--- src/rtl/arb_pkg.sv ---
// Shared definitions for the 8-line round-robin request arbiter.
//   N_REQ     : number of request lines (fixed at 8)
//   IDX_W     : width of a request index / pointer
//   state_t   : arbiter FSM state encoding
//   rr_pick   : rotating-priority one-hot selection of a request vector
//   onehot_idx: binary index of a one-hot vector
package arb_pkg;

  localparam int N_REQ = 8;
  localparam int IDX_W = 3;

  typedef enum logic {
    ST_IDLE  = 1'b0,
    ST_GRANT = 1'b1
  } state_t;

  // First set bit of vec scanning ptr, ptr+1, ... with modulo-8 wrap,
  // returned as a one-hot vector (all-zero when vec is empty).
  function automatic logic [N_REQ-1:0] rr_pick(input logic [N_REQ-1:0] vec,
                                               input logic [IDX_W-1:0] ptr);
    logic [N_REQ-1:0] oh;
    logic [IDX_W-1:0] idx;
    logic             found;
    oh    = '0;
    found = 1'b0;
    for (int i = 0; i < N_REQ; i++) begin
      // 3-bit addition wraps naturally past index 7
      idx = ptr + IDX_W'(i);
      if (!found && vec[idx]) begin
        oh[idx] = 1'b1;
        found   = 1'b1;
      end
    end
    return oh;
  endfunction

  function automatic logic [IDX_W-1:0] onehot_idx(input logic [N_REQ-1:0] oh);
    logic [IDX_W-1:0] idx;
    idx = '0;
    for (int i = 0; i < N_REQ; i++) begin
      if (oh[i]) idx = IDX_W'(i);
    end
    return idx;
  endfunction

endpackage

--- src/rtl/rr_pick.sv ---
// Combinational rotating-priority one-hot selector.
//   vec    : candidate request vector
//   ptr    : highest-priority index for this selection
//   onehot : selected line as a one-hot vector (zero when vec is empty)
//   idx    : binary index of the selected line
//   any    : vec has at least one set bit
module rr_pick
  import arb_pkg::*;
(
  input  logic [N_REQ-1:0] vec,
  input  logic [IDX_W-1:0] ptr,
  output logic [N_REQ-1:0] onehot,
  output logic [IDX_W-1:0] idx,
  output logic             any
);

  always_comb begin
    onehot = arb_pkg::rr_pick(vec, ptr);
    idx    = onehot_idx(onehot);
    any    = |vec;
  end

endmodule

--- src/rtl/onehot_req_arbiter.sv ---
// Round-robin arbiter for 8 request lines. Requests are latched into a
// pending set; one pending line at a time is offered as a one-hot grant
// that is held until the consumer accepts it.
//   clk       : rising-edge clock
//   rst_n     : synchronous active-low reset
//   req       : level request lines, OR-ed into the pending set every edge
//   gnt_ready : consumer accepts the current grant this cycle
//   grant     : registered one-hot grant, zero when gnt_valid is low
//   gnt_valid : grant holds a valid one-hot value
//   pend_o    : pending register, for debug/status
module onehot_req_arbiter
  import arb_pkg::*;
(
  input  logic             clk,
  input  logic             rst_n,
  input  logic [N_REQ-1:0] req,
  input  logic             gnt_ready,
  output logic [N_REQ-1:0] grant,
  output logic             gnt_valid,
  output logic [N_REQ-1:0] pend_o
);

  state_t           state;
  logic [N_REQ-1:0] pend;
  logic [IDX_W-1:0] ptr;
  logic [IDX_W-1:0] gnt_idx;

  logic [N_REQ-1:0] accepted;
  logic [N_REQ-1:0] pend_next;
  logic [N_REQ-1:0] cand;
  logic [IDX_W-1:0] cand_ptr;
  logic [N_REQ-1:0] pick_oh;
  logic [IDX_W-1:0] pick_idx;
  logic             pick_any;

  // In IDLE the selector looks at the pending register from the pointer.
  // In GRANT it looks at what remains after the current grant is accepted,
  // including this cycle's requests, starting just past the granted line.
  // A request on the accepted line re-enters through req, so it survives.
  always_comb begin
    accepted = '0;
    cand     = pend;
    cand_ptr = ptr;
    if (state == ST_GRANT) begin
      cand     = (pend & ~grant) | req;
      cand_ptr = gnt_idx + IDX_W'(1);
      if (gnt_ready) accepted = grant;
    end
    pend_next = (pend & ~accepted) | req;
  end

  rr_pick u_pick (
    .vec    (cand),
    .ptr    (cand_ptr),
    .onehot (pick_oh),
    .idx    (pick_idx),
    .any    (pick_any)
  );

  always_ff @(posedge clk) begin
    if (!rst_n) begin
      state     <= ST_IDLE;
      pend      <= '0;
      ptr       <= '0;
      gnt_idx   <= '0;
      grant     <= '0;
      gnt_valid <= 1'b0;
    end else begin
      pend <= pend_next;
      case (state)
        ST_IDLE: begin
          if (pick_any) begin
            grant     <= pick_oh;
            gnt_idx   <= pick_idx;
            gnt_valid <= 1'b1;
            state     <= ST_GRANT;
          end
        end
        ST_GRANT: begin
          // Without ready the grant is simply held.
          if (gnt_ready) begin
            ptr <= cand_ptr;
            if (pick_any) begin
              grant   <= pick_oh;
              gnt_idx <= pick_idx;
            end else begin
              grant     <= '0;
              gnt_valid <= 1'b0;
              state     <= ST_IDLE;
            end
          end
        end
        default: begin
          grant     <= '0;
          gnt_valid <= 1'b0;
          state     <= ST_IDLE;
        end
      endcase
    end
  end

  assign pend_o = pend;

endmodule

--- config.mk ---
export PLATFORM = sky130hd
export DESIGN_NAME = onehot_req_arbiter
export DESIGN_NICKNAME = d
export VERILOG_FILES = /design/src/rtl/arb_pkg.sv /design/src/rtl/rr_pick.sv /design/src/rtl/onehot_req_arbiter.sv
export SDC_FILE = /design/constraint.sdc
export NUM_CORES = 1
export LEC_CHECK = 0
export CAP_MARGIN = 40
export CORE_UTILIZATION = 57
export DETAILED_ROUTE_END_ITERATION = 12
export PLACE_DENSITY_LB_ADDON = 0.12
export SLEW_MARGIN = 5
export SYNTH_ARGS = -nofsm -noshare
export SYNTH_HDL_FRONTEND = slang
export SYNTH_SLANG_ARGS = --single-unit
--- constraint.sdc ---
create_clock -name clk -period 6.18 [get_ports clk]
set_input_delay 1.236 -clock clk [delete_from_list [all_inputs] [get_ports clk]]
set_output_delay 1.236 -clock clk [all_outputs]
set_load 0.1 [all_outputs]
# Word-level counts from Yosys, hierarchy flattened
# Index checks and enable logic that the tools add are counted.
# totals
inputBits,11
output_inout_bits,17
wordCells,145
ff_bits,24
# classes
muxes,72
n_reduce_logical,26
eq_ne,3
order_cmp,16
add_sub_neg,8
bitwise_logic,14
# ops
operator,count
2-to-1 mux 8 bit,14
OR 8 bit,9
"less-than comparator 3 x 4 -> 1 bit, second input constant",8
2-to-1 mux 1 bit,29
binary-select mux 1 bit (select 3 bit),8
demux 1 bit (select 3 bit),8
">= comparator 3 x 1 -> 1 bit, second input constant",8
2-to-1 mux 3 bit,7
bitwise AND 8 bit,2
inverter 8 bit,2
one-hot mux 8 bit (2 select lines),1
logical AND 1 bit,15
"adder 3 bit, second input constant",4
OR reduction 8 bit,1
zero test 1 bit,7
"adder 3 x 1 -> 3 bit, second input constant",2
"adder 3 x 2 -> 3 bit, second input constant",2
"inequality test 2 bit, second input constant",3
one-hot mux 3 bit (2 select lines),1
2-to-1 mux 2 bit,2
one-hot mux 1 bit (2 select lines),2
AND reduction 2 bit,2
AND reduction 3 bit,1
inverter 1 bit,1

# Longest topological paths before layout
# logic_depth
word_depth,38
mapped_depth,19
ltp_nobuf,13

# Hierarchy
# A second synthesis with hierarchy kept.
# unflattened
hier_cells,271
area_unflattened_um2,2179.6
# by_module_without_submodules
mod,instances,seq_area_each_um2,cells_per_inst,area_each_um2
rr_pick,1,0.0,133,1111.1
onehot_req_arbiter,1,480.5,138,1068.5

# Worst setup path before layout
# OpenSTA, ideal clock, no wires.
# synth_path
path_type,flip-flop to flip-flop
from,register state
to,register gnt_idx[0]
path_buffers,7
slack_ps,1579
period_less_slack_ps,4601
required_time_ps,6096
stages_incl_launch_ff,19
setup_time_ps,84
arrival_ps,4516
cell_sequence,dfxtp_1 -> buf_6 -> nor2b_1 -> nor2_4 -> buf_2 -> buf_2 -> buf_1 -> clkbuf_1 -> ha_1 -> clkbuf_1 -> inv_1 -> mux4_2 -> a2111oi_2 -> o41ai_2 -> buf_6 -> or4_1 -> nand4b_1 -> a211oi_1 -> o31ai_2
# synth_via
elab_chain_len,35
elab_cells_between_ends,114
classes_between,7 x add/sub; 16 x order compare; 1 x eq/ne; 59 x mux; 8 x bitwise; 23 x reduce/logical
# synth_lines
item,line_no,text
from (decl),onehot_req_arbiter.sv:23,state_t state;
from (signal assigned),onehot_req_arbiter.sv:62,state <= ST_IDLE;
from (signal assigned),onehot_req_arbiter.sv:76,state <= ST_GRANT;
from (signal assigned),onehot_req_arbiter.sv:89,state <= ST_IDLE;
"parallel branches: the longest is 35 deep, another holds less-than comparator 3 x 4 -> 1 bit",--,
to (signal assigned),onehot_req_arbiter.sv:74,gnt_idx <= pick_idx;
to (signal assigned),onehot_req_arbiter.sv:85,gnt_idx <= pick_idx;
to (decl),onehot_req_arbiter.sv:26,logic [IDX_W-1:0] gnt_idx;
# Parallel ways; which one is timed is not known. The select of a mux whose other input is x is not followed.
# A chain may end at the register's enable or synchronous reset.

# Worst setup path after layout
# layout_path
from,register state
to,register gnt_idx[1]
# layout_via
elab_chain_len,34
elab_cells_between_ends,113
classes_between,7 x add/sub; 16 x order compare; 1 x eq/ne; 58 x mux; 8 x bitwise; 23 x reduce/logical
# layout_lines
item
"parallel branches: the longest is 34 deep, another holds less-than comparator 3 x 4 -> 1 bit"
# Parallel ways; which one is timed is not known. The select of a mux whose other input is x is not followed.

==> reports/qor.log <==
INFO  run_status     status=completed
INFO  cts            number_of_buffers_inserted_for_hold_repair_after_clock_tree_synthesis=0
INFO  synth          seq_area_frac_synth=19.36%
INFO  place          placement_setup_slack=1682ps
INFO  synth          ys_ff_latch=24
INFO  power          ir_drop=0.3157mV
INFO  floorplanning  pin_count=28
INFO  synth          synthFlopType=sky130_fd_sc_hd__dfxtp_1
INFO  place          placed_area=0.002995sqmm
INFO  synth          synth_simple_gate_area_share=23.60%
INFO  final_layout   utilization=75.05%
INFO  cts            cts_max_path_buffers=2
INFO  floorplanning  core.rowCount=23
INFO  synth          synth_mux_area_share=10.94%
INFO  grt            global_route_wire_length_before_repair=12.85mm
INFO  place          portBuffers=27
INFO  cts            clk_root_buffer_cell=sky130_fd_sc_hd__clkbuf_8
INFO  grt            track_usage=37.53%
INFO  critical_path  cp.required=6380ps
INFO  cts            tritoncts=done
INFO  synth          synth_top_area_share=19.36%
INFO  drt            detail-route-antenna-nets=0
INFO  power          power.density_cell_area=468.0mW/mm^2
INFO  floorplanning  die_height=67.98um
INFO  critical_path  endpoint=gnt_idx[1]$_SDFFE_PN0P_
INFO  drt            post_drt_wl_per_cell=20.69um
INFO  floorplanning  initial_cell_density_of_the_core=60.72%
INFO  cts            cts_repair_resize_count=0
INFO  cts            cts_max_level=1
INFO  sta            setup_tns=0ps
INFO  drt            vias_per_cell=7.188
INFO  final_layout   finish.instance_area=0.003067sqmm
INFO  hold_path      tightest_hold_check_type=flop to flop
INFO  run            maxCapViolCount=0
INFO  cts            cts_made_buffers=3
INFO  place          dpl.hpwl=5.823mm
INFO  place          number_of_placed_cells_counting_well_taps=385
INFO  synth          postSynthNetCount=322
INFO  cts            cts.sink_count=24
INFO  critical_path  critical_path_class=flop to flop
INFO  final_layout   fin_nets=358
INFO  drt            route.vias.total=2796
INFO  power          leakage=1.116nW
INFO  critical_path  timing.critical_path.from=state$_SDFF_PN0_
INFO  synth          postSynthAreaPerCell=8.162squm
INFO  sta            final.min_clock_period=4415ps
INFO  cts            clk-insertion-delay-late=280ps
INFO  sta            f_max=226.5MHz
INFO  sta            final-setup-viol-count=0
INFO  sta            final_critical_path_setup_slack=1765ps
INFO  critical_path  worst_setup_path_end_kind=flop
INFO  final_layout   fraction_of_final_layout_cells_sized_beyond_drive_strength_1=15.34%
INFO  sta            worst_relative_slew_slack=38.81%
INFO  synth          syn-instance-count=304
INFO  cts            clkSlewWorstSetupHoldPaths=90ps
INFO  grt            maximum_number_of_pins_on_one_net_before_global_route_repair=28
INFO  final_layout   count_of_non_filler_cells_in_the_finished_layout=389
INFO  critical_path  rr_endpoint=gnt_idx[1]$_SDFFE_PN0P_
INFO  synth          synth_top_area_cell=sky130_fd_sc_hd__dfxtp_1
INFO  drt            dr.pass1.iters=5
INFO  synth          synth.cell_area=0.002481sqmm
INFO  critical_path  worstReg2RegStart=state$_SDFF_PN0_
INFO  sta            fin_skew=1.847ps
INFO  place          routabilityCongestion=0.9280
INFO  cts            cts.repair_timing.setup_buffer_count=0
INFO  synth          synth-adder-area-share=3.530%
INFO  synth          netlist-cell-type-count=68
INFO  synth          synth.top_cells.by_area=sky130_fd_sc_hd__dfxtp_1, sky130_fd_sc_hd__nand2_1, sky130_fd_sc_hd__mux4_2
INFO  grt            grt_antenna_before_repair=0
INFO  synth          synth_warnings=0
INFO  sta            grt_setup_unrepaired=false
INFO  drt            post-route-drc-count=0
INFO  critical_path  rr_worst_depth=13
INFO  critical_path  worst-path-max-fanout=22
INFO  critical_path  r2r_slack=1760ps
INFO  floorplanning  die-area=0.004621sqmm
INFO  critical_path  timing.critical_path.arrival=4620ps
INFO  synth          postSynth.asyncResetShare=0%
INFO  grt            grt_pass1_vias=2618
INFO  sta            timing.final.crit_share=71.45%
INFO  synth          number_of_synthesized_flops_with_an_enable_pin=0
INFO  critical_path  critPathLaunchType=flop
INFO  synth          synth_xor_xnor_area_share=0.7060%
INFO  sta            timing_max_transition_violations_final=0
INFO  floorplanning  die-width=67.98um
INFO  grt            gr-total-overflow=0
INFO  sta            tightestPinTransition=909.5ps
INFO  drt            route.final.wire_length=8.049mm
INFO  final_layout   num_antenna_cells=0
INFO  sta            hold_violations=0
INFO  synth          synth_top_family_by_area=compound AO/OA/AOI/OAI gates
INFO  floorplanning  core_region_area=0.004086sqmm
INFO  synth          synth_compound_area_share=35.85%
INFO  final_layout   area.growth.synth_to_final=23.60%
INFO  drt            dr.first_iter.drc_count=410
==> per-stage QoR <==
step           hold slack [ps]  power [mW]
6_report                 490.4       1.435
5_1_grt                  532.0       1.507
4_1_cts                  493.4       1.409
3_5_place_dp             472.3       1.259
3_3_place_gp             460.8       1.187
2_1_floorplan            447.4      0.9929
==> registers in the layout, indices dropped and copies added, names as in the netlist <==
register / flops
gnt_idx: 3
grant: 8
state: 1
gnt_valid: 1
ptr: 3
pend_o: 8
==> synth_stat cells, types with 3 or more instances <==
cell type,count
sky130_fd_sc_hd__o21ai_0,6
sky130_fd_sc_hd__a21o_1,4
sky130_fd_sc_hd__a31oi_1,6
sky130_fd_sc_hd__nand2b_1,3
sky130_fd_sc_hd__nor3_1,8
sky130_fd_sc_hd__a22o_1,6
sky130_fd_sc_hd__and2_1,5
sky130_fd_sc_hd__a32oi_1,4
sky130_fd_sc_hd__a32o_1,3
sky130_fd_sc_hd__nand3_1,8
sky130_fd_sc_hd__a22oi_1,11
sky130_fd_sc_hd__nor4_1,3
sky130_fd_sc_hd__nand2_1,34
sky130_fd_sc_hd__ha_1,7
sky130_fd_sc_hd__nor2b_1,4
sky130_fd_sc_hd__and3_1,3
sky130_fd_sc_hd__buf_4,3
sky130_fd_sc_hd__mux4_2,5
sky130_fd_sc_hd__mux2i_1,10
sky130_fd_sc_hd__clkbuf_1,7
sky130_fd_sc_hd__o211ai_1,3
sky130_fd_sc_hd__buf_6,5
sky130_fd_sc_hd__a211oi_1,10
sky130_fd_sc_hd__nand4_1,10
sky130_fd_sc_hd__a21oi_1,22
sky130_fd_sc_hd__nor2_1,28
sky130_fd_sc_hd__inv_1,5
sky130_fd_sc_hd__dfxtp_1,24
sky130_fd_sc_hd__a2111oi_0,4
==> cells by family (layout without fill, tap and decap cells) <==
logic type / after synthesis / count (layout)
fa+ha+maj: 7 / 7
simple gates: 118 / 118
buf+inv: 26 / 61
xor+xnor: 2 / 2
compound gates: 108 / 108
flops: 24 / 24
mux: 19 / 19
==> worst max-delay path: stages (launching register included) <==
cell and delay, ps:
sky130_fd_sc_hd__dfxtp_1 520, sky130_fd_sc_hd__nor2b_1 160, sky130_fd_sc_hd__nor2_4 420, sky130_fd_sc_hd__ha_1 420
sky130_fd_sc_hd__inv_1 240, sky130_fd_sc_hd__mux4_2 600, sky130_fd_sc_hd__a2111oi_2 380, sky130_fd_sc_hd__o41ai_2 170
sky130_fd_sc_hd__buf_4 190, sky130_fd_sc_hd__a311oi_1 400, sky130_fd_sc_hd__o21ai_0 190, sky130_fd_sc_hd__a32oi_2 330
sky130_fd_sc_hd__o21bai_1 130, sky130_fd_sc_hd__o22ai_1 170
==> power by group <==
group | switching, mW | internal, mW | total (mW) | leakage (nW)
sequential | 0.0373 | 0.186 | 0.223 | 0.199
clock | 0.0579 | 0.0869 | 0.145 | 0.0357
combinational | 0.683 | 0.385 | 1.07 | 0.882
==> worst min path at each step <==
stage / start / endpoint / slack, ps / cells after the start
2_1_floorplan: ptr[1]$_SDFFE_PN0P_ / ptr[1]$_SDFFE_PN0P_ / 450 / 2
3_3_place_gp: ptr[1]$_SDFFE_PN0P_ / ptr[1]$_SDFFE_PN0P_ / 460 / 2
3_5_place_dp: ptr[1]$_SDFFE_PN0P_ / ptr[1]$_SDFFE_PN0P_ / 470 / 2
4_1_cts: ptr[1]$_SDFFE_PN0P_ / ptr[1]$_SDFFE_PN0P_ / 490 / 2
5_1_grt: ptr[1]$_SDFFE_PN0P_ / ptr[1]$_SDFFE_PN0P_ / 530 / 2
6_report: ptr[1]$_SDFFE_PN0P_ / ptr[1]$_SDFFE_PN0P_ / 490 / 2
==> layout make-up <==
| cell class | instances | area [sq um] |
|---|---|---|
| Inverter | 8 | 30.03 |
| Fill cell | 276 | 1020 |
| Timing Repair Buffer | 49 | 570.5 |
| Tap cell | 50 | 62.56 |
| Sequential cell | 24 | 480.5 |
| Clock buffer | 3 | 41.29 |
| Multi-Input combinational cell | 254 | 1852 |
| Clock inverter | 1 | 30.03 |
==> layer usage <==
layer / part of all wire (%) / track usage (%) / wire length (um)
met5: 0 / 0 / 0
met4: 4.8 / 19.79 / 385
met1: 41 / 45.66 / 3280
met3: 7.1 / 5.500 / 574
met2: 47 / 63.36 / 3808
==> placed cells by master (no fill, tap or decap), drive strengths merged, types with 6 or more instances in the layout <==
master	n
nand3	8
nor2	29
mux2i	12
buf	22
a211oi	11
o21ai	6
nand2	34
clkdlybuf4s50	27
a22o	6
nand4	10
dfxtp	24
ha	7
a21oi	22
a22oi	12
a31oi	6
a2111oi	6
nor3	8
inv	6
(Power assumes the default switching activity.)
==> RTL edit 1, RTL diff (same settings) <==
The package constant `IDX_W` goes from 3 to 4.
--- a/src/rtl/arb_pkg.sv
+++ b/src/rtl/arb_pkg.sv
@@ -8,5 +8,5 @@
 
   localparam int N_REQ = 8;
-  localparam int IDX_W = 3;
+  localparam int IDX_W = 4;
 
   typedef enum logic {
Function: changed (a bounded check fails within 4 cycles, from zero or initial values and one cycle with rst_n low).
==> RTL edit 1 against the original RTL <==
Design area up 8.8%. First-iteration DRC count up 67%. Wire length up 29%. Largest cell class unchanged. Sequential power up 9.0%. Setup slack worse by 0.69 ns. Maximum frequency down 13%. Largest power group unchanged. Worst hold slack better by 0.050 ns. Sequential cell count up 1. Via count up 28%. Synthesized area up 11%. Count of clock-buffer cells in the layout unchanged. Total power up 9.6%.
==> RTL edit 1: results (changes against the original RTL) <==
[run_status]
outcome=finished clean

[setup_path]
slowest_delay_ns=0.78  ; +0.18 ns
critical_path_arrival_ns=5.31  ; +0.69 ns
critPathMaxFanout=21  ; -4.5%
timing.critical_path.max_delay_family=simple AND/OR/NAND/NOR gates
r2r_slack_ns=1.08  ; -0.69 ns
critical-path-slowest-cell=sky130_fd_sc_hd__a2111oi_0

[yosys]
postSynthNetCount=407  ; +26%
post_synth_num_cell_types=71  ; +4.4%
synthesis.instances=393  ; +29%
synth_seq_area_share_pct=18.1  ; -1.3 points
asyncSetResetFlopFracSynth_pct=0  ; unchanged
ranking_of_synthesized_cells_by_area=sky130_fd_sc_hd__dfxtp_1 18%, sky130_fd_sc_hd__nand2_1 6.9%, sky130_fd_sc_hd__a21oi_1 4.9%
xor_and_xnor_fraction_of_the_mapped_netlist_area_pct=1.90  ; +1.2 points
post_synth_mux_area_share_pct=4.34  ; -6.6 points
compound_gate_fraction_of_synth_area_pct=33.6  ; -2.2 points
leading_cell_types_by_count_after_synthesis=51 x sky130_fd_sc_hd__nand2_1, 32 x sky130_fd_sc_hd__nor2_1, 27 x sky130_fd_sc_hd__a21oi_1
post_synth_fa_ha_maj_area_fraction_pct=1.36  ; -2.2 points

[grt]
pin_count_of_the_biggest_net_entering_global_routing=38  ; +36%
grt_pass1_vias=3394  ; +30%
globalRouteMet3Util_pct=11.4  ; +5.9 points
grt_first_pass_wirelength_um=16900  ; +32%
grt_util_all_layers_pct=41.9  ; +4.4 points
grt_antenna_before_repair=0  ; unchanged
grt_util_met2_pct=64.9  ; +1.5 points
met1_global_route_usage_pct=54.0  ; +8.3 points

[pwr]
vdd_ir_drop_max_mv=0.269  ; -15%
power.leakage_nw=1.24  ; +11%
fin_total_pwr_mw=1.57  ; +9.6%

[route]
postRouteWirelength_um=10400  ; +29%
topRoutingLayerUsed=met4
initial_drc_count=686  ; +67%
detail_routed_via_count_per_cell=7.48  ; +4.1%
first_pass_iters=6  ; +1
drt-wirelength-per-cell_um=21.7  ; +5.0%
wl_met3_um=1400  ; +140%
met2_length_um=4470  ; +17%
routedLengthMet1_um=3890  ; +19%

[clock_network]
cts_repair_resize_count=0  ; unchanged
worst_setup_hold_path_clk_slew_ns=0.10
clk_root_buffer_cell=sky130_fd_sc_hd__clkbuf_8
cts_made_buffers=3  ; unchanged
cts_post_setup_buffers_inserted=0  ; unchanged

[sta]
finalClockSkew_ns=0.00735  ; +0.00550 ns
tightestPinTransition_ns=0.877  ; -0.0327 ns

[placement]
port_buffers=27  ; unchanged
hpwlAfterDp_um=7760  ; +33%
dpl.cell_count=473  ; +23%
place_congestion=1.07  ; +15%

[hold_path]
timing.hold.worst.class=reg2reg

[layout]
antenna_cells_inserted=0  ; unchanged
post_route_cells_drive_above_1_share_pct=11.1  ; -4.3 points
number_of_fill_cells_in_the_layout=332  ; +20%
final_instance_area_um2=3340  ; +8.8%
final_net_count=440  ; +23%

RTL edit 1: stage by stage:
| step | setup slack (ns) | hold WS, ns |
|---|---|---|
| floorplan | 2.18 | 0.469 |
| global placement | 1.53 | 0.492 |
| detailed placement | 1.42 | 0.520 |
| CTS | 1.39 | 0.537 |
| global route | 0.923 | 0.568 |
| finish | 1.08 | 0.541 |
RTL edit 1: final cells by class:
| cell class | count | share of cell area [%] |
|---|---|---|
| clock buffers | 3 | 1.24 |
| clock inverters | 1 | 0.262 |
| inverters | 6 | 0.675 |
| multi-input cells | 341 | 64.0 |
| flip-flops and latches | 25 | 15.0 |
| well taps | 52 | 1.95 |
| repair buffers | 49 | 16.9 |
RTL edit 1: cells by family (layout without fill, tap and decap cells):
group	after synthesis	after routing
DFF	25	25
buffers and inverters	27	59
adders and majority gates	3	3
xor gates and xnor gates	6	6
and+or+nand+nor	196	196
AOI/OAI and AO/OA	127	127
muxes	9	9
RTL edit 1: tightest hold or removal path, stage by stage (launching register included):
cell,delay (ns)
sky130_fd_sc_hd__dfxtp_1,0.37
sky130_fd_sc_hd__nand2_1,0.08
sky130_fd_sc_hd__a21boi_1,0.05
RTL edit 1: final timing paths:
check                     to  depth (start not counted)        from
setup / recovery  gnt_idx[0]                         14  gnt_idx[0]
hold / removal      grant[2]                          2    grant[2]
setup reg to reg  gnt_idx[0]                         14  gnt_idx[0]
hold reg to reg     grant[2]                          2    grant[2]
RTL edit 1: power breakdown:
part           total (mW)  internal, mW  switching [mW]
Combinational        1.22         0.421           0.800
Sequential          0.243         0.193          0.0500
Clock               0.110        0.0476          0.0627
==> RTL edit 2, RTL diff (config.mk and constraints unchanged) <==
Made on the original files. Make the reset (`rst_n`) asynchronous in one clocked block. Comments in the files are not updated.
--- a/src/rtl/onehot_req_arbiter.sv
+++ b/src/rtl/onehot_req_arbiter.sv
@@ -58,5 +58,5 @@
   );
 
-  always_ff @(posedge clk) begin
+  always_ff @(posedge clk or negedge rst_n) begin
     if (!rst_n) begin
       state     <= ST_IDLE;
Function: differs if rst_n is asserted again (counterexample within 4 cycles, from zero or initial values and one cycle with rst_n low); with rst_n held inactive, the same outputs for 4 cycles.
==> RTL edit 2 against the original RTL <==
Sequential cell count did not move. Maximum frequency fell by 7.6%. Worst hold slack improved by 0.013 ns. Die area fell by 3.2%. Wire length fell by 8.1%. First-iteration DRC count fell by 21%. Clock skew barely moved. Design area fell by 3.3%. Global-route usage fell by 1.8 points. Synthesized area fell by 3.3%. Synthesized cell count fell by 14%. Setup slack got worse by 0.36 ns. Critical path depth fell by 1.
Power is left out: the tool's default activity adds up to more than one toggle a clock period on the data nets, which glitch-free logic cannot reach.
==> RTL edit 2: results (changes against the original RTL) <==
[clock_network]
clock_path_buffers=2  ; unchanged
cts_max_level=1  ; unchanged
clk_root_buffer_cell=sky130_fd_sc_hd__clkbuf_8
clk_latency_ns=0.26  ; -0.02 ns
cts_made_buffers=3  ; unchanged
cts_repair_resize_count=0  ; unchanged
worst_setup_hold_path_clk_slew_ns=0.08

[sta]
hold_viol_final=0  ; unchanged
finalClockSkew_ns=0.00209  ; +0.000246 ns
slew_headroom_pct=37.9  ; -0.93 points
timing.final.max_slew_violations=0  ; unchanged

[placement]
place_congestion=0.970  ; +4.5%
hpwlAfterDp_um=5540  ; -4.9%
dpl.cell_count=343  ; -11%
place_area_um2=2920  ; -2.4%

[setup_path]
slowest_delay_ns=0.96  ; +0.36 ns
worst_r2r_endpoint=gnt_idx[0]
rr_startpoint=state
r2r_slack_ns=1.40  ; -0.36 ns
critical-path-slowest-cell=sky130_fd_sc_hd__dfrtp_1
timing.critical_path.max_delay_family=multiplexers
critPathMaxFanout=27  ; +23%
worstRegToRegCells=12  ; -1
critical_path_arrival_ns=4.97  ; +0.35 ns

[hold_path]
hold_path.startpoint=ptr[1]
hold_end=ptr[1]

[yosys]
netlist_area_um2=2400  ; -3.3%
leading_cell_types_by_count_after_synthesis=32 x sky130_fd_sc_hd__nand2_1, 24 x sky130_fd_sc_hd__dfrtp_1, 15 x sky130_fd_sc_hd__nor2_1
post_synth_num_cell_types=75  ; +10%
asyncSetResetFlopFracSynth_pct=100  ; +100 points
post_synth.cell_area_avg_um2=9.23  ; +13%
synthesis.yosys.warnings=0  ; unchanged
ranking_of_synthesized_cells_by_area=sky130_fd_sc_hd__dfrtp_1 25%, sky130_fd_sc_hd__mux4_2 5.6%, sky130_fd_sc_hd__nand2_1 5.0%
synth_seq_area_share_pct=25.0  ; +5.7 points
ys.flop_type=sky130_fd_sc_hd__dfrtp_1
postSynthNetCount=278  ; -14%

[grt]
grt_util_all_layers_pct=35.8  ; -1.8 points
pin_count_of_the_biggest_net_entering_global_routing=28  ; unchanged
grt_pass1_vias=2221  ; -15%
grt_first_pass_wirelength_um=11600  ; -9.8%

[layout]
sequential_cell_area_um2=601  ; +25%
final_cell_count_no_fill=346  ; -11%
post_route_cells_drive_above_1_share_pct=19.6  ; +4.3 points
number_of_fill_cells_in_the_layout=295  ; +6.9%
antenna_cells_inserted=0  ; unchanged
final_net_count=316  ; -12%

[run_status]
outcome=finished clean

[route]
initial_drc_count=325  ; -21%
postRouteWirelength_um=7400  ; -8.1%
first_pass_iters=4  ; -1
detail_routed_via_count_per_cell=7.07  ; -1.6%

==> RTL edit 2: worst max-delay path by stage <==
stage          slack, ns    endpoint   start
2_1_floorplan       2.37  gnt_idx[2]   state
3_3_place_gp        1.49  gnt_idx[2]   state
3_5_place_dp        1.56  gnt_idx[0]  req[3]
4_1_cts             1.56  gnt_idx[2]   state
5_1_grt             1.23  gnt_idx[2]   state
6_report            1.40  gnt_idx[0]   state
==> RTL edit 2: area by class of cell <==
cell class | count | area share [%]
well taps | 50 | 2.11
clock buffers | 3 | 1.39
inverters | 5 | 0.886
multi-input cells | 219 | 57.1
repair buffers | 45 | 18.2
flip-flops and latches | 24 | 20.3
==> RTL edit 2: kinds of logic after synthesis <==
group / share of synthesized area [%]
AO/OA/AOI/OAI: 33.9
XOR/XNOR: 0.730
adder cells (fa/ha/maj): 3.65
buffers and inverters: 4.38
flip-flops: 25.0
multiplexers: 11.4
AND/OR/NAND/NOR: 20.9
==> RTL edit 2: metrics by stage <==
stage / hold slack (ns) / setup WS (ns)
6_report: 0.504 / 1.40
5_1_grt: 0.519 / 1.23
4_1_cts: 0.500 / 1.56
3_5_place_dp: 0.480 / 1.56
3_3_place_gp: 0.464 / 1.49
2_1_floorplan: 0.446 / 2.37
==> RTL edit 2: metal layers <==
metal / share of wire, % / wire length [um] / global-route usage, %
met4: 1.2 / 86 / 7.45
met3: 8.6 / 633 / 7.36
met5: 0 / 0 / 0
met1: 44 / 3220 / 50.6
met2: 47 / 3460 / 55.9
==> RTL edit 2: tightest hold or removal path, cell delays in order, from the launching register on <==
cell	delay [ns]
sky130_fd_sc_hd__dfrtp_1	0.35
sky130_fd_sc_hd__nand2_1	0.06
sky130_fd_sc_hd__nand2_1	0.06
